## src/rtl/mac_pkg.sv

```systemverilog
// Shared widths, accumulator limits and sequencer state encoding for the MAC datapath.
// Requantisation (MAC_SEQ_REQUANT_EN) reuses DATA_W/ACC_W from here.
package mac_pkg;

    localparam int DATA_W = 8;
    localparam int ACC_W  = 20;

    localparam logic signed [ACC_W-1:0] ACC_MAX = 20'sh7FFFF;
    localparam logic signed [ACC_W-1:0] ACC_MIN = 20'sh80000;

    typedef enum logic [2:0] {
        S_IDLE,
        S_CLEAR,
        S_STREAM,
        S_DRAIN,
        S_RESULT
    } state_t;

    // The PE saturates, so a pinned accumulator means the true sum overflowed.
    function automatic logic is_sat(input logic signed [ACC_W-1:0] v);
        return (v == ACC_MAX) || (v == ACC_MIN);
    endfunction

endpackage

```

## src/rtl/mac_sequencer_if.sv

```systemverilog
// Operand and result streams of the MAC sequencer; slave is the sequencer side.
// res_q8 exists only when MAC_SEQ_REQUANT_EN is defined.
interface mac_sequencer_if;
    import mac_pkg::*;

    logic                     op_valid;
    logic                     op_ready;
    logic signed [DATA_W-1:0] op_weight;
    logic signed [DATA_W-1:0] op_input;
    logic                     res_valid;
    logic                     res_ready;
    logic signed [ACC_W-1:0]  res_data;
    logic                     res_sat;
`ifdef MAC_SEQ_REQUANT_EN
    logic signed [DATA_W-1:0] res_q8;
`endif

    modport slave (
        input  op_valid, op_weight, op_input, res_ready,
        output op_ready, res_valid, res_data, res_sat
`ifdef MAC_SEQ_REQUANT_EN
        , output res_q8
`endif
    );

    modport master (
        output op_valid, op_weight, op_input, res_ready,
        input  op_ready, res_valid, res_data, res_sat
`ifdef MAC_SEQ_REQUANT_EN
        , input res_q8
`endif
    );

endinterface

```

## src/rtl/mac_requant.sv

```systemverilog
// Round-half-up arithmetic shift of the accumulator, saturated to int8.
// Purely combinational; only instantiated under MAC_SEQ_REQUANT_EN.
module mac_requant
    import mac_pkg::*;
(
    input  logic signed [ACC_W-1:0]  acc,
    input  logic        [3:0]        shift,
    output logic signed [DATA_W-1:0] q8
);

    localparam logic signed [ACC_W:0] Q_MAX = (ACC_W+1)'(127);
    localparam logic signed [ACC_W:0] Q_MIN = (ACC_W+1)'(-128);

    logic signed [ACC_W:0] rnd;
    logic signed [ACC_W:0] sum;
    logic signed [ACC_W:0] shr;

    always_comb begin
        rnd = '0;
        if (shift != 4'd0)
            rnd = (ACC_W+1)'(1) << (shift - 4'd1);
        // One guard bit keeps ACC_MAX plus the rounding term from wrapping.
        sum = {acc[ACC_W-1], acc} + rnd;
        shr = sum >>> shift;
        if (shr > Q_MAX)
            q8 = 8'sd127;
        else if (shr < Q_MIN)
            q8 = -8'sd128;
        else
            q8 = shr[DATA_W-1:0];
    end

endmodule

```

## src/rtl/mac_sequencer.sv

```systemverilog
// Sequences one dot product through an external MAC PE: clear, stream len pairs, drain, report.
// Optional int8 requantised result under MAC_SEQ_REQUANT_EN.
module mac_sequencer
    import mac_pkg::*;
#(
    parameter int DRAIN_LAT = 1
) (
    input  logic                     clock,
    input  logic                     reset,
    input  logic                     start,
    input  logic [6:0]               len,
    output logic                     busy,
    output logic                     mac_enable,
    output logic                     mac_clear,
    output logic signed [DATA_W-1:0] mac_weight,
    output logic signed [DATA_W-1:0] mac_input,
    input  logic signed [ACC_W-1:0]  mac_acc,
`ifdef MAC_SEQ_REQUANT_EN
    input  logic [3:0]               shift,
`endif
    mac_sequencer_if.slave           bus
);

    state_t     state;
    logic [6:0] remaining;
    logic [2:0] drain_cnt;
    logic       op_hs;

    assign op_hs = bus.op_valid && bus.op_ready;

`ifdef MAC_SEQ_REQUANT_EN
    logic signed [DATA_W-1:0] q8_next;

    mac_requant u_requant (
        .acc   (mac_acc),
        .shift (shift),
        .q8    (q8_next)
    );
`endif

    always_ff @(posedge clock or posedge reset) begin
        if (reset) begin
            state         <= S_IDLE;
            remaining     <= '0;
            drain_cnt     <= '0;
            busy          <= 1'b0;
            mac_enable    <= 1'b0;
            mac_clear     <= 1'b0;
            mac_weight    <= '0;
            mac_input     <= '0;
            bus.op_ready  <= 1'b0;
            bus.res_valid <= 1'b0;
            bus.res_data  <= '0;
            bus.res_sat   <= 1'b0;
`ifdef MAC_SEQ_REQUANT_EN
            bus.res_q8    <= '0;
`endif
        end else begin
            mac_clear  <= 1'b0;
            mac_enable <= 1'b0;
            case (state)
                S_IDLE: begin
                    if (start && len != 7'd0) begin
                        remaining <= len;
                        busy      <= 1'b1;
                        mac_clear <= 1'b1;
                        state     <= S_CLEAR;
                    end
                end
                S_CLEAR: begin
                    bus.op_ready <= 1'b1;
                    state        <= S_STREAM;
                end
                S_STREAM: begin
                    if (op_hs) begin
                        mac_enable <= 1'b1;
                        mac_weight <= bus.op_weight;
                        mac_input  <= bus.op_input;
                        remaining  <= remaining - 7'd1;
                        if (remaining == 7'd1) begin
                            bus.op_ready <= 1'b0;
                            drain_cnt    <= 3'(DRAIN_LAT);
                            state        <= S_DRAIN;
                        end
                    end
                end
                // First DRAIN cycle still carries the final mac_enable.
                S_DRAIN: begin
                    if (drain_cnt == 3'd0) begin
                        bus.res_data  <= mac_acc;
                        bus.res_sat   <= is_sat(mac_acc);
`ifdef MAC_SEQ_REQUANT_EN
                        bus.res_q8    <= q8_next;
`endif
                        bus.res_valid <= 1'b1;
                        state         <= S_RESULT;
                    end else begin
                        drain_cnt <= drain_cnt - 3'd1;
                    end
                end
                S_RESULT: begin
                    if (bus.res_ready) begin
                        bus.res_valid <= 1'b0;
                        busy          <= 1'b0;
                        state         <= S_IDLE;
                    end
                end
                default: state <= S_IDLE;
            endcase
        end
    end

endmodule

```

## src/flat_wrapper.sv

```systemverilog
// flat-port wrapper written by rule: the top's interface ports become plain ports
module mac_sequencer_flat import mac_pkg::*;
#(
    parameter int DRAIN_LAT = 1
)
  (clock, reset, start, len, busy, mac_enable, mac_clear, mac_weight, mac_input, mac_acc, bus_op_valid, bus_op_weight, bus_op_input, bus_res_ready, bus_op_ready, bus_res_valid, bus_res_data, bus_res_sat);
  mac_sequencer_if bus_i ();
  input  logic clock;
  input  logic reset;
  input  logic start;
  input  logic [6:0] len;
  output logic busy;
  output logic mac_enable;
  output logic mac_clear;
  output logic signed [DATA_W-1:0] mac_weight;
  output logic signed [DATA_W-1:0] mac_input;
  input  logic signed [ACC_W-1:0] mac_acc;
  input wire logic [$bits(bus_i.op_valid)-1:0] bus_op_valid;
  input wire logic [$bits(bus_i.op_weight)-1:0] bus_op_weight;
  input wire logic [$bits(bus_i.op_input)-1:0] bus_op_input;
  input wire logic [$bits(bus_i.res_ready)-1:0] bus_res_ready;
  output wire logic [$bits(bus_i.op_ready)-1:0] bus_op_ready;
  output wire logic [$bits(bus_i.res_valid)-1:0] bus_res_valid;
  output wire logic [$bits(bus_i.res_data)-1:0] bus_res_data;
  output wire logic [$bits(bus_i.res_sat)-1:0] bus_res_sat;
  assign bus_i.op_valid = bus_op_valid;
  assign bus_i.op_weight = bus_op_weight;
  assign bus_i.op_input = bus_op_input;
  assign bus_i.res_ready = bus_res_ready;
  assign bus_op_ready = bus_i.op_ready;
  assign bus_res_valid = bus_i.res_valid;
  assign bus_res_data = bus_i.res_data;
  assign bus_res_sat = bus_i.res_sat;
  mac_sequencer #(.DRAIN_LAT(DRAIN_LAT)) u_core (.clock(clock), .reset(reset), .start(start), .len(len), .busy(busy), .mac_enable(mac_enable), .mac_clear(mac_clear), .mac_weight(mac_weight), .mac_input(mac_input), .mac_acc(mac_acc), .bus(bus_i));
endmodule
```

## config.mk

```make
export PLATFORM = sky130hd
export DESIGN_NAME = mac_sequencer_flat
export DESIGN_NICKNAME = d
export VERILOG_FILES = /design/src/rtl/mac_pkg.sv /design/src/rtl/mac_sequencer_if.sv /design/src/rtl/mac_requant.sv /design/src/rtl/mac_sequencer.sv /design/src/flat_wrapper.sv
export SDC_FILE = /design/constraint.sdc
export NUM_CORES = 1
export LEC_CHECK = 0
export ABC_AREA = 1
export BUFFER_PORTS_ARGS = -buffer_cell sky130_fd_sc_hd__buf_2
export CAP_MARGIN = 20
export CORE_MARGIN = 5
export CORE_UTILIZATION = 46
export DETAILED_ROUTE_END_ITERATION = 10
export GPL_TIMING_DRIVEN = 0
export PLACE_DENSITY = 0.75
export RECOVER_POWER = 100
export REMOVE_ABC_BUFFERS = 1
export SETUP_SLACK_MARGIN = 0.02
export SYNTH_ARGS = -nofsm -noshare
export SYNTH_HDL_FRONTEND = slang
export SYNTH_SLANG_ARGS = --single-unit
```

## constraint.sdc

```tcl
create_clock -name clock -period 1.7 [get_ports clock]
set_input_delay 0.17 -clock clock [delete_from_list [all_inputs] [get_ports clock]]
set_output_delay 0.17 -clock clock [all_outputs]
set_load 0.02 [all_outputs]
```

==> run metrics <==
Crit path buffers/inverters=1; cells along the critical path=nor2_2 -> nand2_4 -> nor2_8 -> inv_2 -> nand2_2 -> o21ai_0; final worst path period share=0.897; GPL Wtd Cong=0.865; Pleak=1.75 nW; placed insts=493; Max Clock Skew=around 0.0075 ns; Setup WS pre-CTS=-0.222 ns; worst min-delay path class=input port to flop; # diodes=0; Worst-path clk slew=0.10 ns; Worst-Margin Slew=0.803 ns; count of unresolved DRC violations after routing=0; max-slew violations=0; setup TNS=0 ns; Die Wd=86.0 um; CP endpoint kind=flop; Arrival @ worst endpoint=1.72 ns; ys flop type=dfrtp_1; share of the synthesized area in the top cell type=0.519; Gate Count Post-Synth=340; vias per cell=4.71; synthesized area per cell=7.81 sq um; final-layout fill cell count=531; htree depth=2; fmax=656 MHz; Largest delay share family, worst path=simple AND/OR/NAND/NOR gates; largest net degree at the start of global routing=37; maximum vdd drop=814 uV; Synth area leader=dfrtp_1; ranking of synthesized cells by area=dfrtp_1 52%, nand2_1 21%, o21ai_0 4.9%; sequential share of the synthesized area=0.519; Net Switching=roughly 2.7 mW; fraction of registers with async set/reset=1.00; fin area=between 3000 and 4000 sq um; Die ar.=7390 sq um; Gate power share=0.472; Rows=27; Initial Utilization=0.479; Core Region=around 5500 sq um; post-DR wirelength/cell=11.9 um; hold slack=0.0541 ns; first drt pass iteration count=4; first-pass GRT wire length=10000 um; Max-Cap Viols=0; CP max stage cell=dfrtp_1; Post-synth top cells=152 x nand2_1, 55 x dfrtp_1, 34 x inv_1; Die H=86.0 um; root buf cell=clkbuf_8; routed vias=2373; cell-internal power=between 3 and 4 mW; First DRT Iteration DRCs=160; gr usage total=0.165; CTS Sinks=55; Final Hold Viols=0; Post-Route WL=6020 um; clock power share=0.128; grt total ovfl=0; Pwr per Cell Area=1800 nW/um^2; Antenna Nets Post-Route=0; Setup CP Type=flop to flop; top-count cell post-synth=nand2_1; RSZ-0062 raised after global routing=true; CTS max path bufs=2; IO Pins=90; half-perimeter wire length after placement=4400 um; Total Nets Final=around 480; status=completed; post-synth cell types=27; crit path launch type=flop; crit path max fanout=20; post-layout power=5.77 mW; cts bufs inserted=5; fin cells=504; Final WS setup=approximately 0.17 ns; min Tclk post-route=1.53 ns; layout cells sized above 1=0.164; Crit path required time=roughly 1.9 ns; # port buffers=approximately 90; Post-synth EDFFs=0; Skew-Pair Late Insertion Delay=0.30 ns; synthesized flop and latch total=55; worst relative slew slack=0.464; Area Growth Syn to Fin=20.8%; initial antenna violation count=0; Setup Viol. Count Final=0; sw frac=0.472; CTS tree=yes; vias in the first global route=about 2300; Seq pwr share=0.400; Core Util, Final=0.579; peak per-stage delay on the critical path=0.44 ns; Synth Cell Area=2650 sq um; synth warn=0; Post-DP Area=approximately 3100 sq um
## worst reg2reg max path, stage by stage (launching register included)
cell and delay (ns):
dfrtp_1 0.44, nor2_2 0.19, nand2_4 0.16, nor2_8 0.15
inv_2 0.15, nand2_2 0.23, o21ai_0 0.10
## cell families after synthesis
kind of cell               synth area share
AOI/OAI and AO/OA                    0.0613
and+or+nand+nor                       0.316
buffers and inverters                0.0853
adders and majority gates            0.0189
DFF                                   0.519
## timing repair
action / CTS / global route
setup buffers: 1 / 0
pin swaps: 1 / 1
endpoints found under the hold margin: 19 / 0
resized for setup: 2 / 3
cloned: 0 / 1
hold buffers: 1 / 0
setup endpoints to repair: 17 / 20
## worst paths after layout
kind                                                        from                                   to  slack [ns]  cells after the start
worst max-delay path                 u_core.state[0]$_DFFE_PP0P_      u_core.remaining[1]$_DFFE_PP0P_        0.17                      6
worst min-delay path                            bus_op_weight[5]     u_core.mac_weight[5]$_DFFE_PP0P_        0.05                      3
worst max register to register       u_core.state[0]$_DFFE_PP0P_      u_core.remaining[1]$_DFFE_PP0P_        0.17                      6
worst min register to register  u_core.mac_weight[3]$_DFFE_PP0P_     u_core.mac_weight[3]$_DFFE_PP0P_        0.48                      2
max in group asynchronous                                  reset      u_core.bus.op_ready$_DFFE_PP0P_        0.49                      4
min in group asynchronous                                  reset  u_core.bus.res_data[11]$_DFFE_PP0N_        0.54                      3
## state kept, by name (all words and copies together) (netlist names)
| signal | cells |
|---|---|
| u_core.state | 3 |
| u_core.busy | 1 |
| u_core.mac_input | 8 |
| u_core.drain_cnt | 3 |
| u_core.mac_clear | 1 |
| u_core.bus.res_sat | 1 |
| u_core.mac_weight | 8 |
| u_core.mac_enable | 1 |
| u_core.remaining | 7 |
| u_core.bus.res_valid | 1 |
| u_core.bus.res_data | 20 |
| u_core.bus.op_ready | 1 |
## layout make-up
class	count	area, sq um	share of cell area
flip-flops and latches	55	1380	0.429
inverters	38	149	0.0464
well taps	72	90.1	0.0281
clock buffers	5	68.8	0.0215
clock inverters	3	22.5	0.00703
multi-input cells	239	1070	0.334
repair buffers	92	428	0.133
## cell usage in the layout (no fill, tap or decap), drive strengths merged
master	count
a21oi	3
buf	48
nand3	14
ha	4
dfrtp	55
o21ai	28
inv	39
o21bai	1
nor2	26
nor3	3
nand2	156
dlygate4sd3	1
nor4	1
clkinv	2
nand4	3
clkbuf	48
## layer usage
| layer | share of wire | vias to the layer above | track usage |
|---|---|---|---|
| li1 | - | 1227 | - |
| met1 | 0.46 | 1086 | 0.219 |
| met2 | 0.47 | 58 | 0.271 |
| met3 | 0.064 | 2 | 0.0461 |
| met4 | 0.0038 | 0 | 0.0345 |
| met5 | 0 | - | 0 |
## power by group through the flow
stage          Clock [mW]  Sequential [mW]  Combinational, mW
2_1_floorplan           0             2.86               1.33
3_3_place_gp            0             2.29               2.72
3_5_place_dp            0             2.30               2.82
4_1_cts             0.771             2.29               2.83
5_1_grt             0.819             2.40               3.06
6_report            0.735             2.31               2.72
No activity file was read; power rests on OpenSTA's default activity.
